### src/rtl/lcd_cmd_host.sv
// Host side of the LCD controller link: image ROM server, command
// sequencer with busy handshake, and IRAM write-back capture.
module lcd_cmd_host #(
  parameter int CMD_DEPTH = 16,
  parameter int TIMEOUT   = 1023
) (
  input  logic        clk,
  input  logic        reset_n,
  input  logic        img_we,
  input  logic [5:0]  img_addr,
  input  logic [7:0]  img_data,
  input  logic [3:0]  prog_cmd,
  input  logic        prog_valid,
  output logic        prog_ready,
  input  logic        start,
  input  logic        IROM_rd,
  input  logic [5:0]  IROM_A,
  output logic [7:0]  IROM_Q,
  output logic [3:0]  cmd,
  output logic        cmd_valid,
  input  logic        busy,
  input  logic        IRAM_valid,
  input  logic [5:0]  IRAM_A,
  input  logic [7:0]  IRAM_D,
  input  logic        done,
  input  logic [5:0]  rd_addr,
  output logic [7:0]  rd_data,
  output logic [13:0] checksum,
  output logic [6:0]  wr_count,
  output logic        run_done,
  output logic [2:0]  err
);

  localparam int AW = $clog2(CMD_DEPTH);
  localparam int TW = $clog2(TIMEOUT + 1);

  localparam logic [2:0] S_IDLE  = 3'd0;
  localparam logic [2:0] S_LOAD  = 3'd1;
  localparam logic [2:0] S_ISSUE = 3'd2;
  localparam logic [2:0] S_GAP   = 3'd3;
  localparam logic [2:0] S_WBUSY = 3'd4;
  localparam logic [2:0] S_FIN   = 3'd5;

  logic [7:0]    rom_q  [64];
  logic [7:0]    ram_q  [64];
  logic [3:0]    fifo_q [CMD_DEPTH];

  logic [2:0]    st_q, st_d;
  logic [TW-1:0] tmr_q, tmr_d;
  logic [3:0]    cmd_q, cmd_d;
  logic          cv_q, cv_d;
  logic          wr_q, wr_d;
  logic [2:0]    err_q, err_d;
  logic [13:0]   sum_q, sum_d;
  logic [6:0]    cnt_q, cnt_d;
  logic [63:0]   bm_q, bm_d;
  logic [AW:0]   wp_q, wp_d;
  logic [AW:0]   rp_q, rp_d;

  logic          push;
  logic          empty;
  logic          full;
  logic          tout;
  logic          clr;
  logic [3:0]    head;

  assign empty = (wp_q == rp_q);
  assign full  = (wp_q[AW] != rp_q[AW]) &&
                 (wp_q[AW-1:0] == rp_q[AW-1:0]);
  assign head  = fifo_q[rp_q[AW-1:0]];
  assign tout  = (tmr_q == TW'(TIMEOUT - 1));

  assign prog_ready = !full && (st_q == S_IDLE);
  assign push       = prog_valid && prog_ready;

  assign IROM_Q    = IROM_rd ? rom_q[IROM_A] : 8'd0;
  assign rd_data   = ram_q[rd_addr];
  assign cmd       = cmd_q;
  assign cmd_valid = cv_q;
  assign err       = err_q;
  assign checksum  = sum_q;
  assign wr_count  = cnt_q;
  assign run_done  = (st_q == S_FIN);

  always_comb begin
    st_d  = st_q;
    cmd_d = cmd_q;
    cv_d  = 1'b0;
    wr_d  = wr_q;
    err_d = err_q;
    sum_d = sum_q;
    cnt_d = cnt_q;
    bm_d  = bm_q;
    rp_d  = rp_q;
    clr   = 1'b0;
    wp_d  = wp_q + {{AW{1'b0}}, push};

    if (IRAM_valid) begin
      sum_d = sum_q + 14'(IRAM_D);
      if (cnt_q != 7'd127) cnt_d = cnt_q + 7'd1;
      if (bm_q[IRAM_A]) err_d[1] = 1'b1;
      bm_d[IRAM_A] = 1'b1;
    end

    unique case (st_q)
      S_IDLE: begin
        if (start) clr = 1'b1;
      end
      S_LOAD: begin
        if (!busy) begin
          st_d = S_ISSUE;
        end else if (tout) begin
          err_d[0] = 1'b1;
          st_d     = S_FIN;
        end
      end
      S_ISSUE: begin
        if (empty) begin
          err_d[2] = 1'b1;
          st_d     = S_FIN;
        end else begin
          cmd_d = head;
          cv_d  = 1'b1;
          wr_d  = (head == 4'd0);
          rp_d  = rp_q + {{AW{1'b0}}, 1'b1};
          st_d  = S_GAP;
        end
      end
      // controller only raises busy one cycle after the strobe
      S_GAP: st_d = S_WBUSY;
      S_WBUSY: begin
        if (wr_q ? done : !busy) begin
          st_d = wr_q ? S_FIN : S_ISSUE;
        end else if (tout) begin
          err_d[0] = 1'b1;
          st_d     = S_FIN;
        end
      end
      S_FIN: begin
        rp_d = wp_q;
        if (start) clr = 1'b1;
      end
      default: st_d = S_IDLE;
    endcase

    if (clr) begin
      st_d  = S_LOAD;
      bm_d  = '0;
      sum_d = '0;
      cnt_d = '0;
      err_d = '0;
    end

    tmr_d = '0;
    if (st_d == st_q && (st_q == S_LOAD || st_q == S_WBUSY))
      tmr_d = tmr_q + TW'(1);
  end

  always_ff @(posedge clk or negedge reset_n) begin
    if (!reset_n) begin
      st_q  <= S_IDLE;
      tmr_q <= '0;
      cmd_q <= '0;
      cv_q  <= 1'b0;
      wr_q  <= 1'b0;
      err_q <= '0;
      sum_q <= '0;
      cnt_q <= '0;
      bm_q  <= '0;
      wp_q  <= '0;
      rp_q  <= '0;
    end else begin
      st_q  <= st_d;
      tmr_q <= tmr_d;
      cmd_q <= cmd_d;
      cv_q  <= cv_d;
      wr_q  <= wr_d;
      err_q <= err_d;
      sum_q <= sum_d;
      cnt_q <= cnt_d;
      bm_q  <= bm_d;
      wp_q  <= wp_d;
      rp_q  <= rp_d;
    end
  end

  always_ff @(posedge clk) begin
    if (img_we && st_q == S_IDLE) rom_q[img_addr] <= img_data;
    if (IRAM_valid) ram_q[IRAM_A] <= IRAM_D;
    if (push) fifo_q[wp_q[AW-1:0]] <= prog_cmd;
  end

endmodule
### config.mk
export PLATFORM = sky130hd
export DESIGN_NAME = lcd_cmd_host
export DESIGN_NICKNAME = d
export VERILOG_FILES = /design/src/rtl/lcd_cmd_host.sv
export SDC_FILE = /design/constraint.sdc
export NUM_CORES = 1
export LEC_CHECK = 0
export ABC_AREA = 0
export CAP_MARGIN = 10
export CORE_MARGIN = 4
export CORE_UTILIZATION = 30
export DETAILED_ROUTE_END_ITERATION = 10
export GPL_ROUTABILITY_DRIVEN = 0
export SYNTH_ARGS = -nofsm -noshare
export SYNTH_HDL_FRONTEND = slang
export SYNTH_SLANG_ARGS = --single-unit
### constraint.sdc
create_clock -name clk -period 4.3 [get_ports clk]
set_input_delay 0.43 -clock clk [delete_from_list [all_inputs] [get_ports clk]]
set_output_delay 0.43 -clock clk [all_outputs]
set_load 0.005 [all_outputs]
==> metrics.cfg <==
[status]
status = finished, final reports clean

[timing]
setup_ws_ps = 694
setup-tns-final_ps = 0
final.setup_skew_ps = 95.4
finalCritPeriodShare_pct = 83.9
finalSetupViolCount = 0
drv_slew = 0
fin_crit_ps = 3610
slew_headroom_pct = 21.7
hold_viol_final = 0
rsz0062_at_grt = false
tightest_slew_ps = 1170
fmax_mhz = 277

[finish]
layout.nets = 2768
syn2layout_area_growth_pct = 17.9
final_common_cell = edfxtp_1
layout-drive-gt1-share_pct = 26.0
finalNonFillerCells = 4860
final_cell_mix = edfxtp_1, nor2_1, mux4_2
stdcell_area_um2 = 56200

[critical_path]
endpoint_kind = output pin
cp.required_ps = 3870
slowest_stage = mux4_2
cp_top_family = buffers and inverters
cp.buffers_inverters = 3
path_cells = clkbuf_8, buf_4, mux4_2, mux4_2, a221o_1, clkdlybuf4s50_1
cp.arrival_ps = 3180
critPathMaxStageDelay_ps = 550
crit_path_max_fanout = 32
crit_path_start_kind = input pin
crit_path_frequent_cell = mux4_2
critPathKind = input pin to output pin

[yosys]
yosysTopAreaCellShare_pct = 68.6
syn_inst = 2417
yosysSeqAreaShare_pct = 74.7
synth_edf_count = 1088
ys_types = 59
async_reset_ff_share_pct = 9.71
syn_area_per_cell_um2 = 19.7
synth_area_um2 = 47600
ys_warn_count = 0
yosys_register_bits = 1205
synth_nets = 2485
yosys.area.top_type = edfxtp_1
ys_top_cells_by_area = edfxtp_1, mux4_2, dfrtp_1
ys.flop_type = edfxtp_1

[global_route]
overflow = 0
grt_max_degree = 100
grtUsageTotal_pct = 13.7
grt_pass1_vias = 24703
antenna_found_initial = 6
grt_first_pass_wirelength_um = 168000

[clock_network]
cts_tree = yes
cts_hold_buf = 1
ctsHtreeMaxLevel = 3
cts-root-buf = clkbuf_16
path_clk_slew_ps = 60
cts_buffer_depth = 3
insertion_delay_ps = 790
cts_resized = 0
cts_sinks = 1205
postCtsSetupBuffers = 0
numCtsBuffers = 120

[floorplan]
start_util_pct = 30.4
die_x_um = 406
rows = 145
ioPinCount = 100
dieHeight_um = 406
die_area_um2 = 165000
coreArea_um2 = 157000

[hold_path]
holdCritPathClass = input pin to flip-flop

[placed_design]
place_area_um2 = 52100
port_buffers = 99
pre_cts_ws_ps = 651
dp_hpwl_um = 70600
place_inst = 4634

[drt]
first_pass_iters = 7
ant_nets = 0
first_iter_violations = 2328
wirelength_um = 113000
drc = 0
via_per_inst = 4.91
vias = 23874
drt-wirelength-per-cell_um = 23.2

[power]
pwr_density_cell_nw_per_um2 = 473
cellLeakagePower_uw = 0.0183
ir_drop_mv = 0.382
power_uw = 26500

[flow_run]
cap_viol_max_count = 0

cell type report:
class	count	area (um^2)
diodes	3	7.51
clock buffers	137	3090
fillers	14460	101000
inverters	11	41.3
multi-input cells	1081	11400
repair buffers	281	2490
clock inverters	84	906
flip-flops and latches	1205	35600
well taps	2058	2570
synthesized netlist by cell type, drive strengths merged, types with 22 or more instances:
cell type,instances
nand2,54
mux4,315
a21oi,27
clkbuf,64
buf,56
nor2,331
dfrtp,117
a22oi,23
edfxtp,1088
o21ai,27
mux2i,49
nand3,22
cell families after synthesis:
| group | synth area share [%] |
|---|---|
| buffers and inverters | 1.27 |
| adder cells (fa/ha/maj) | 0.410 |
| AND/OR/NAND/NOR | 4.62 |
| XOR/XNOR | 0.552 |
| multiplexers | 16.3 |
| flip-flops | 74.7 |
| AO/OA/AOI/OAI | 2.15 |
stage by stage:
step / utilization [%] / hold slack (ps)
2_1_floorplan: - / 134
3_3_place_gp: 33.2 / 473
3_5_place_dp: 33.2 / 485
4_1_cts: 35.8 / 114
5_1_grt: 35.8 / 20.8
6_report: 35.8 / 62.4
registers in the layout, indices dropped and copies added (netlist names):
name / flops
bm_q: 64
checksum: 14
cmd: 4
cmd_valid: 1
err: 3
fifo_q: 64
ram_q: 512
rom_q: 512
rp_q: 5
st_q: 3
tmr_q: 10
wp_q: 5
wr_count: 7
wr_q: 1
layer usage:
layer	GRT usage, %	part of all wire [%]	vias to the layer above
li1	-	-	10354
met1	19.0	43	12598
met2	21.8	47	738
met3	2.99	6.6	182
met4	3.93	2.7	2
met5	0	0.012	-
where the power goes:
part	switching [uW]	internal [uW]
combinational	1560	1170
sequential	261	13100
clock	4590	5920
path summary, 6_finish.rpt:
check	startpoint	to	slack, ps	depth (start not counted)
hold / removal	img_data[6]	rom_q[47][6]	60	1
setup reg to reg	rp_q[0]	fifo_q[0][0]	1540	7
hold reg to reg	bm_q[48]	bm_q[48]	490	2
min in group asynchronous	reset_n	tmr_q[2]	350	2
setup / recovery	rd_addr[0]	rd_data[2]	690	6
max in group asynchronous	reset_n	checksum[13]	2930	3
No activity file was read; power rests on OpenSTA's default activity.
